`config.mk`:
```
export PLATFORM = sky130hd
export DESIGN_NAME = mvm_input_loader
export DESIGN_NICKNAME = d
export VERILOG_FILES = /design/src/rtl/mvm_pkg.sv /design/src/rtl/frame_buffer.sv /design/src/rtl/mvm_input_loader.sv
export SDC_FILE = /design/constraint.sdc
export NUM_CORES = 1
export LEC_CHECK = 0
export ABC_AREA = 1
export BUFFER_PORTS_ARGS = -buffer_cell sky130_fd_sc_hd__buf_2
export CAP_MARGIN = 10
export CORE_UTILIZATION = 45
export CTS_BUF_LIST = sky130_fd_sc_hd__clkbuf_4 sky130_fd_sc_hd__clkbuf_8 sky130_fd_sc_hd__clkbuf_16
export DETAILED_ROUTE_END_ITERATION = 8
export GPL_TIMING_DRIVEN = 0
export PLACE_DENSITY = 0.62
export SYNTH_ARGS = -nofsm -noshare
export SYNTH_HDL_FRONTEND = slang
export SYNTH_HIERARCHICAL = 1
export SYNTH_SLANG_ARGS = --single-unit
```
`constraint.sdc`:
```
create_clock -name clk -period 2 [get_ports clk]
set_input_delay 0.1 -clock clk [delete_from_list [all_inputs] [get_ports clk]]
set_output_delay 0.1 -clock clk [all_outputs]
set_load 0.005 [all_outputs]
```
`src/rtl/mvm_pkg.sv`:
```
// rtl/mvm_pkg.sv - shared sizes and loader state encoding for the MVM input path
package mvm_pkg;

    localparam int MAT_SCALE   = 4;
    localparam int INPUT_WIDTH = 8;
    localparam int FRAME_LEN   = MAT_SCALE * MAT_SCALE + MAT_SCALE;
    localparam int CNT_W       = $clog2(FRAME_LEN + 1);

    typedef enum logic [2:0] {
        FILL,
        START,
        BURST,
        WAIT_DONE,
        DRAIN
    } loader_state_t;

endpackage

```
`src/rtl/frame_buffer.sv`:
```
// rtl/frame_buffer.sv - one frame of elements, single write port, registered read
module frame_buffer
    import mvm_pkg::*;
(
    input  logic                   clk,
    input  logic                   reset,
    input  logic                   i_wr_en,
    input  logic [CNT_W-1:0]       i_wr_addr,
    input  logic [INPUT_WIDTH-1:0] i_wr_data,
    input  logic                   i_rd_en,
    input  logic [CNT_W-1:0]       i_rd_addr,
    output logic [INPUT_WIDTH-1:0] o_rd_data
);

    logic [INPUT_WIDTH-1:0] r_mem [FRAME_LEN];
    logic [INPUT_WIDTH-1:0] r_rd_data;

    always_ff @(posedge clk) begin
        if (i_wr_en) begin
            r_mem[i_wr_addr] <= i_wr_data;
        end
    end

    // The read register holds its value when not read, so it doubles as the held output.
    always_ff @(posedge clk) begin
        if (reset) begin
            r_rd_data <= '0;
        end else if (i_rd_en) begin
            r_rd_data <= r_mem[i_rd_addr];
        end
    end

    assign o_rd_data = r_rd_data;

endmodule

```
`src/rtl/mvm_input_loader.sv`:
```
// rtl/mvm_input_loader.sv - buffers a frame and bursts it to the MVM core; MVM_LOADER_PINGPONG_EN adds a second bank
module mvm_input_loader
    import mvm_pkg::*;
#(
    parameter int DRAIN_CYCLES = MAT_SCALE + 2
) (
    input  logic                   clk,
    input  logic                   reset,
    input  logic [INPUT_WIDTH-1:0] in_data,
    input  logic                   in_valid,
    output logic                   in_ready,
    output logic                   start,
    output logic [INPUT_WIDTH-1:0] data_out,
    input  logic                   done,
    output logic                   busy
);

    localparam logic [CNT_W-1:0] FULL_CNT   = CNT_W'(FRAME_LEN);
    localparam logic [CNT_W-1:0] LAST_IDX   = CNT_W'(FRAME_LEN - 1);
    localparam logic [CNT_W-1:0] DRAIN_LOAD = CNT_W'(DRAIN_CYCLES - 1);
    localparam logic [CNT_W-1:0] CNT_ONE    = CNT_W'(1);

    loader_state_t    r_state;
    loader_state_t    w_state_next;
    logic [CNT_W-1:0] r_burst_cnt;
    logic [CNT_W-1:0] w_burst_cnt_next;
    logic [CNT_W-1:0] r_drain_cnt;
    logic [CNT_W-1:0] w_drain_cnt_next;
    logic             w_accept;
    logic             w_frame_full;
    logic             w_other_full;
    logic             w_drain_exit;
    logic             w_rd_en;
    logic [CNT_W-1:0] w_rd_addr;

    always_ff @(posedge clk) begin
        if (reset) begin
            r_state     <= FILL;
            r_burst_cnt <= '0;
            r_drain_cnt <= '0;
        end else begin
            r_state     <= w_state_next;
            r_burst_cnt <= w_burst_cnt_next;
            r_drain_cnt <= w_drain_cnt_next;
        end
    end

    // Reads run one cycle ahead of data_out: START fetches element 0, BURST count c fetches c+1.
    always_comb begin
        w_state_next     = r_state;
        w_burst_cnt_next = r_burst_cnt;
        w_drain_cnt_next = r_drain_cnt;
        w_rd_en          = 1'b0;
        w_rd_addr        = '0;
        w_drain_exit     = 1'b0;
        case (r_state)
            FILL: begin
                if (w_frame_full) begin
                    w_state_next = START;
                end
            end
            START: begin
                w_burst_cnt_next = '0;
                w_rd_en          = 1'b1;
                w_rd_addr        = '0;
                w_state_next     = BURST;
            end
            BURST: begin
                w_burst_cnt_next = r_burst_cnt + CNT_ONE;
                if (r_burst_cnt < LAST_IDX) begin
                    w_rd_en   = 1'b1;
                    w_rd_addr = r_burst_cnt + CNT_ONE;
                end else begin
                    w_state_next = WAIT_DONE;
                end
            end
            WAIT_DONE: begin
                if (done) begin
                    w_drain_cnt_next = DRAIN_LOAD;
                    w_state_next     = DRAIN;
                end
            end
            DRAIN: begin
                if (r_drain_cnt == '0) begin
                    w_drain_exit = 1'b1;
                    w_state_next = w_other_full ? START : FILL;
                end else begin
                    w_drain_cnt_next = r_drain_cnt - CNT_ONE;
                end
            end
            default: begin
                w_state_next = FILL;
            end
        endcase
    end

    assign start = (r_state == START) && !reset;
    assign busy  = (r_state != FILL);

`ifdef MVM_LOADER_PINGPONG_EN
    logic                   r_bank;
    logic                   r_out_bank;
    logic                   w_fill_bank;
    logic [CNT_W-1:0]       r_fill_cnt [2];
    logic [INPUT_WIDTH-1:0] w_rd_data  [2];

    // r_bank is the bank being (or about to be) burst; outside FILL the other bank takes input.
    assign w_fill_bank  = (r_state == FILL) ? r_bank : !r_bank;
    assign in_ready     = !reset && (r_fill_cnt[w_fill_bank] < FULL_CNT);
    assign w_accept     = in_valid && in_ready;
    assign w_frame_full = (r_fill_cnt[w_fill_bank] + CNT_W'(w_accept)) == FULL_CNT;
    assign w_other_full = w_frame_full;
    assign data_out     = w_rd_data[r_out_bank];

    always_ff @(posedge clk) begin
        if (reset) begin
            r_bank        <= 1'b0;
            r_out_bank    <= 1'b0;
            r_fill_cnt[0] <= '0;
            r_fill_cnt[1] <= '0;
        end else begin
            if (w_drain_exit) begin
                r_bank <= !r_bank;
            end
            // Output mux follows the new bank only once its first element is in the read register.
            if (r_state == START) begin
                r_out_bank <= r_bank;
            end
            for (int b = 0; b < 2; b++) begin
                if (w_drain_exit && (r_bank == 1'(b))) begin
                    r_fill_cnt[b] <= '0;
                end else if (w_accept && (w_fill_bank == 1'(b))) begin
                    r_fill_cnt[b] <= r_fill_cnt[b] + CNT_ONE;
                end
            end
        end
    end

    for (genvar b = 0; b < 2; b++) begin : g_bank
        frame_buffer u_frame_buffer (
            .clk       (clk),
            .reset     (reset),
            .i_wr_en   (w_accept && (w_fill_bank == 1'(b))),
            .i_wr_addr (r_fill_cnt[b]),
            .i_wr_data (in_data),
            .i_rd_en   (w_rd_en && (r_bank == 1'(b))),
            .i_rd_addr (w_rd_addr),
            .o_rd_data (w_rd_data[b])
        );
    end
`else
    logic [CNT_W-1:0] r_fill_cnt;

    assign in_ready     = !reset && (r_state == FILL) && (r_fill_cnt < FULL_CNT);
    assign w_accept     = in_valid && in_ready;
    assign w_frame_full = (r_fill_cnt + CNT_W'(w_accept)) == FULL_CNT;
    assign w_other_full = 1'b0;

    always_ff @(posedge clk) begin
        if (reset) begin
            r_fill_cnt <= '0;
        end else if (w_drain_exit) begin
            r_fill_cnt <= '0;
        end else if (w_accept) begin
            r_fill_cnt <= r_fill_cnt + CNT_ONE;
        end
    end

    frame_buffer u_frame_buffer (
        .clk       (clk),
        .reset     (reset),
        .i_wr_en   (w_accept),
        .i_wr_addr (r_fill_cnt),
        .i_wr_data (in_data),
        .i_rd_en   (w_rd_en),
        .i_rd_addr (w_rd_addr),
        .o_rd_data (data_out)
    );
`endif

endmodule

```
Yosys cells after proc, flatten, opt, wreduce, memory -nomap -nowiden
Memories as Yosys holds them, arrays and structs flattened. A register that Yosys moved wholly into a read port is not among the register bits.
Index checks and enable logic that the tools add are counted.
- flip-flop bits (word level): 18
- latch bits: 0
- input bits: 12
- output and inout bits: 11
- memories: 1
- bits in read-only memories: 0
- bits in writable memories: 160
- eq/ne operators: 10
- bitwise gates (word level): 0
- multiply operators: 0
- muxes and demuxes: 17
- shift operators: 0
- reductions and logical operators: 13
- order comparisons: 2
- add/subtract/negate cells: 4
- div/mod/pow operators: 0
- memory list (name ; words ; bits a word ; read ports ; clocked after Yosys merged registers in ; write ports ; RTL line ; text):
    u_frame_buffer.r_mem ; 20 ; 8 ; 1 ; 1 ; 1 ; frame_buffer.sv:15 ; logic [INPUT_WIDTH-1:0] r_mem [FRAME_LEN];
- operator list (operator ; count):
    2-to-1 mux 5 bit ; 4
    case mux 5 bit (2 select lines) ; 2
    case mux 3 bit (5 select lines) ; 1
    2-to-1 mux 3 bit ; 4
    adder 5 x 1 -> 5 bit (second input constant) ; 2
    < comparator 5 bit (second input constant) ; 2
    inequality test 2 bit (second input constant) ; 5
    equality test 3 x 2 -> 1 bit (second input constant) ; 2
    adder 5 x 1 -> 5 bit ; 1
    equality test 5 bit (second input constant) ; 1
    zero test 5 bit ; 1
    2-to-1 mux 1 bit ; 5
    subtractor 5 x 1 -> 5 bit (second input constant) ; 1
    logical AND 1 bit ; 4
    AND reduction 4 bit ; 1
    nonzero test 2 bit ; 2
    equality test 3 x 1 -> 1 bit (second input constant) ; 1
    equality test 3 bit (second input constant) ; 1
    zero test 3 bit ; 1
    AND reduction 3 bit ; 1
    nonzero test 3 bit ; 1
    case mux 1 bit (2 select lines) ; 1
    OR reduction 2 bit ; 1
    zero test 1 bit ; 1

Longest topological paths before layout
- depth after elaboration: 8
- depth in mapped cells: 17

Modules after synthesis
Netlist, hierarchy kept.
- by module, submodules not included (module ; area an instance (um2) ; sequential area each (um2) ; times used ; cells an instance):
    frame_buffer ; 7060.5 ; 4964.8 ; 1 ; 647
    mvm_input_loader ; 1116.1 ; 360.3 ; 1 ; 166

Worst setup path after synthesis
OpenSTA, ideal clock, no wires.
- path kind: register -> register
- start: reg r_fill_cnt[2]
- end: reg r_state[1]
- cell stages (with the launch flop): 17
- arrival time: 1.991 ns
- path slack: -0.106 ns
- clock period less this slack: 2.106 ns
- data required time: 1.885 ns
- buffers on the path: 1
- path through: dfxtp_1 > buf_2 > inv_1 > a21oi_1 > nor3_4 > nand2_4 > clkinv_4 > ha_1 > ha_1 > inv_1 > nand3_1 > nor2_1 > nand3_1 > nand2_1 > nand3_1 > nand2_1 > nor2_1
- cells in the longest elaborated chain, start to end: 7
- ends and longest elaborated chain (element ; RTL line ; text):
    start, declared ; mvm_input_loader.sv:152 ; logic [CNT_W-1:0] r_fill_cnt;
    start signal, assigned ; mvm_input_loader.sv:165 ; r_fill_cnt <= r_fill_cnt + CNT_ONE;
    < comparator 5 bit ; mvm_input_loader.sv:154 ; assign in_ready = !reset && (r_state == FILL) && (r_fill_cnt < FULL_CNT);
    logical AND 1 bit ; mvm_input_loader.sv:154 ;
    named net in_ready ; mvm_input_loader.sv:11 ; output logic in_ready,
    logical AND 1 bit ; mvm_input_loader.sv:155 ; assign w_accept = in_valid && in_ready;
    named net w_accept ; mvm_input_loader.sv:29 ; logic w_accept;
    adder 5 x 1 -> 5 bit ; mvm_input_loader.sv:156 ; assign w_frame_full = (r_fill_cnt + CNT_W'(w_accept)) == FULL_CNT;
    equality test 5 bit ; mvm_input_loader.sv:156 ;
    inequality test 2 bit (no source line) ; -- ;
    AND reduction 4 bit (no source line) ; -- ;
    end signal, assigned ; mvm_input_loader.sv:42 ; r_state <= w_state_next;
    end, declared ; mvm_input_loader.sv:23 ; loader_state_t r_state;
The timed path passes the listed nets, and every way through them passes these cells.
A chain may end at the register's enable or synchronous reset.

Worst setup path in the final report
- start: reg r_burst_cnt[0]
- end: reg u_frame_buffer.r_rd_data[1], in the netlist u_frame_buffer/o_rd_data[1], read port of u_frame_buffer.r_mem
- cells in the longest elaborated chain, start to end: 3
- elaborated cells on any way between the ends: 6
- those cells by class: add/sub (1); order compare (1); mux (4)
- ends and longest elaborated chain (element ; RTL line ; text):
    start, declared ; mvm_input_loader.sv:25 ; logic [CNT_W-1:0] r_burst_cnt;
    start signal, assigned ; mvm_input_loader.sv:43 ; r_burst_cnt <= w_burst_cnt_next;
    adder 5 x 1 -> 5 bit / < comparator 5 bit (equally long branches) ; mvm_input_loader.sv:72, mvm_input_loader.sv:70 ;
    2-to-1 mux 5 bit * ; mvm_input_loader.sv:70 ; if (r_burst_cnt < LAST_IDX) begin
    2-to-1 mux 5 bit * ; mvm_input_loader.sv:56 ; case (r_state)
    named net w_rd_addr[0] ; mvm_input_loader.sv:34 ; logic [CNT_W-1:0] w_rd_addr;
    end, declared ; frame_buffer.sv:16 ; logic [INPUT_WIDTH-1:0] r_rd_data;
The timed path passes the listed nets; every way through them passes the cells marked *.

==> impl_metrics.ini <==
[final_layout]
regArea_um2 = 5350
final_cells = 1142
fillers = 1430
area_growth_pct = 28.20
nets = 923
multi_input_area_um2 = 2898
diodes = 0
layout-drive-gt1-share = 0.2923

[critical_path]
required_ns = 2.37
timing.rr.start = r_burst_cnt[0]
critical_path.endpoint_type = flip-flop
start_kind = flip-flop
r2r_end = u_frame_buffer/o_rd_data[1]
r2r.worst_path.cells = 15
crit_fanout = 10
r2r_slack_ns = -0.16
critical_path_class = reg2reg
crit_arrival_ns = 2.52

[sta]
max_freq_ghz = 0.4636
finalCritPeriodShare = 1.078
period_needed_ns = 2.157
finalSetupViolCount = 10
whs_ns = 0.03130
tightestPinTransition_ns = 0.5244
rsz0062_at_grt = true
finalHoldViolCount = 0
finClkSkew_ns = 0.01431
drv_slew = 0
relSlewSlack = 0.6504
finalWorstSetupSlack_ns = -0.1569

[floorplanning]
start_util = 0.4663
dieArea_um2 = 18710
row_count = 48
top_level_ports = 23
die_h_um = 136.8
coreArea_um2 = 17540
fp.dieW_um = 136.8

[pwr]
fin_total_pwr_mw = 7.752
peakVddDrop_mv = 0.6276
power_leakage_nw = 4.167
p_per_area_nw_per_um2 = 739.5

[synthesis]
synth-edff-count = 160
ys_seq_elements = 186
synth_top_cell_by_area = edfxtp_1
yosys-top-cells-count = 238 x nand2_1, 160 x edfxtp_1, 111 x nand3_1
synthCells = 813
synth_top_cell_area_share = 0.5876
synth.most_common_cell = nand2_1
synth-main-ff-cell = edfxtp_1
synth_top_cells_by_area = edfxtp_1 59%, nand2_1 11%, nand3_1 6.8%
synth.distinct_cells = 30
avgSynthCellArea_um2 = 10.06
synthArstFlopShare = 0
syn_nets = 831
syn_area_um2 = 8177
synth_warnings = 6
ys_seq_area_frac = 0.6513

[place]
dp.cells = 1060
gp_congestion = 0.9885
dp_hpwl_um = 12660
port_buffers = 22

[global_routing]
antenna_found_initial = 0
grt_max_degree = 21
grt_pass1_wl_um = 31430
grt_overflow = 0
grt_pass1_vias = 5754
track_usage = 0.2352

[flow_run]
drv_cap = 0

[routing]
wl_per_cell_um = 18.61
drtIter0Drc = 622
drc_errors = 0
totalWireLength_um = 21250
vias = 6087
dr.pass1.iters = 6
routed_via_density = 5.330
ant_nets = 0

[cts]
cts_made_buffers = 17
cts-root-buf = clkbuf_16
cts_buffer_depth = 2
cts_sinks = 186
insertion_delay_ns = 0.44
cts-htree-levels = 4
clkTransAtPathRegs_ns = 0.07
cts_tree = built

[worst_hold_path]
min_to = r_state[0]
min-delay-start = done
hold_depth = 4
hp-class = in2reg

[status]
status = complete, but fails checks
violations = negative setup slack
[cell type report]
class,instances,area share
repair buffers,74,0.06613
inverters,99,0.03891
plain buffers,32,0.02662
multi-input cells,495,0.2764
well taps,225,0.02686
flip-flops and latches,186,0.5104
clock inverters,14,0.01408
clock buffers,17,0.04058
[stage by stage]
stage               cell area (um2)  setup slack (ns)  utilization  TNS (ns)
global route                  10480           -0.2154       0.5977    -2.668
global placement               8583           -0.4505       0.4894    -57.26
CTS                           10070          -0.07351       0.5740   -0.5513
finish                        10480           -0.1569       0.5977    -1.038
detailed placement             8583           -0.4677       0.4894    -62.59
floorplan                      8192         0.0005276            -         0
[registers in the layout (all words and copies together), names as in the netlist]
signal and cells:
u_frame_buffer/r_mem 160, r_drain_cnt 5, r_state 3, r_burst_cnt 5
u_frame_buffer/o_rd_data 8, r_fill_cnt 5
[cells by family (layout without fill, tap and decap cells)]
kind of cell | after synthesis | after routing | share of synthesized area
flops | 186 | 186 | 0.6513
buf+inv | 132 | 236 | 0.07314
fa+ha+maj | 6 | 6 | 0.009181
compound gates | 64 | 64 | 0.04392
simple gates | 419 | 419 | 0.2161
xor+xnor | 6 | 6 | 0.006427
[how the worst max path moves through the flow]
stage | slack [ns] | cells past startpoint | to | start
final | -0.16 | 15 | u_frame_buffer/o_rd_data[1] | r_burst_cnt[0]
after global routing | -0.22 | 16 | u_frame_buffer/o_rd_data[3] | r_burst_cnt[0]
after CTS | -0.07 | 13 | u_frame_buffer/o_rd_data[6] | r_state[0]
after detailed placement | -0.47 | 7 | u_frame_buffer/r_mem[7][6] | r_state[1]
after global placement | -0.45 | 7 | u_frame_buffer/r_mem[7][4] | r_state[2]
after floorplan | 0.0005 | 15 | r_state[1] | r_state[2]
[layer usage]
| layer | global-route usage | up-vias | part of all wire |
|---|---|---|---|
| li1 | - | 2888 | - |
| met4 | 0.09463 | 0 | 0.038 |
| met1 | 0.3080 | 2926 | 0.42 |
| met2 | 0.3906 | 209 | 0.49 |
| met5 | 0 | - | 0 |
| met3 | 0.03741 | 64 | 0.052 |
[placed cells by master (no fill, tap or decap), types with 8 or more instances in the layout]
cell / instances
a21oi_1: 14
a21oi_2: 8
buf_12: 12
buf_2: 26
buf_4: 32
buf_6: 24
clkbuf_16: 17
dfxtp_1: 16
edfxtp_1: 160
inv_1: 88
nand2_1: 226
nand2_2: 11
nand3_1: 54
nand3_2: 49
nand3_4: 8
nor2_1: 34
nor2_4: 23
o21ai_0: 29
o221ai_1: 8
[worst max-delay path, cell delays in order, from the launching register on]
cell,delay (ns)
dfxtp_4,0.36
nand2_1,0.10
nand2_1,0.09
nand2_2,0.10
inv_4,0.06
nor3_4,0.23
buf_6,0.20
inv_8,0.07
buf_6,0.15
nand2_1,0.06
nand3_1,0.07
nand3_1,0.12
nand3_2,0.15
nand3_2,0.13
nand2_2,0.08
a21oi_2,0.13
[timing repair]
action,CTS,global route
hold buffers,2,0
gates cloned,2,0
gates resized for setup,136,72
buffers inserted,35,13
pin swaps,42,35
hold endpoints to repair,5,0
endpoints found under the setup margin,170,96
[power breakdown]
group / leakage [nW] / total, mW / switching [mW] / internal [mW]
registers: 1.66 / 4.23 / 0.0142 / 4.22
clock network: 0.282 / 3.31 / 1.47 / 1.84
logic: 2.23 / 0.209 / 0.149 / 0.0597
total: 4.17 / 7.75 / 1.63 / 6.12
Power figures use the tool's default switching activity.
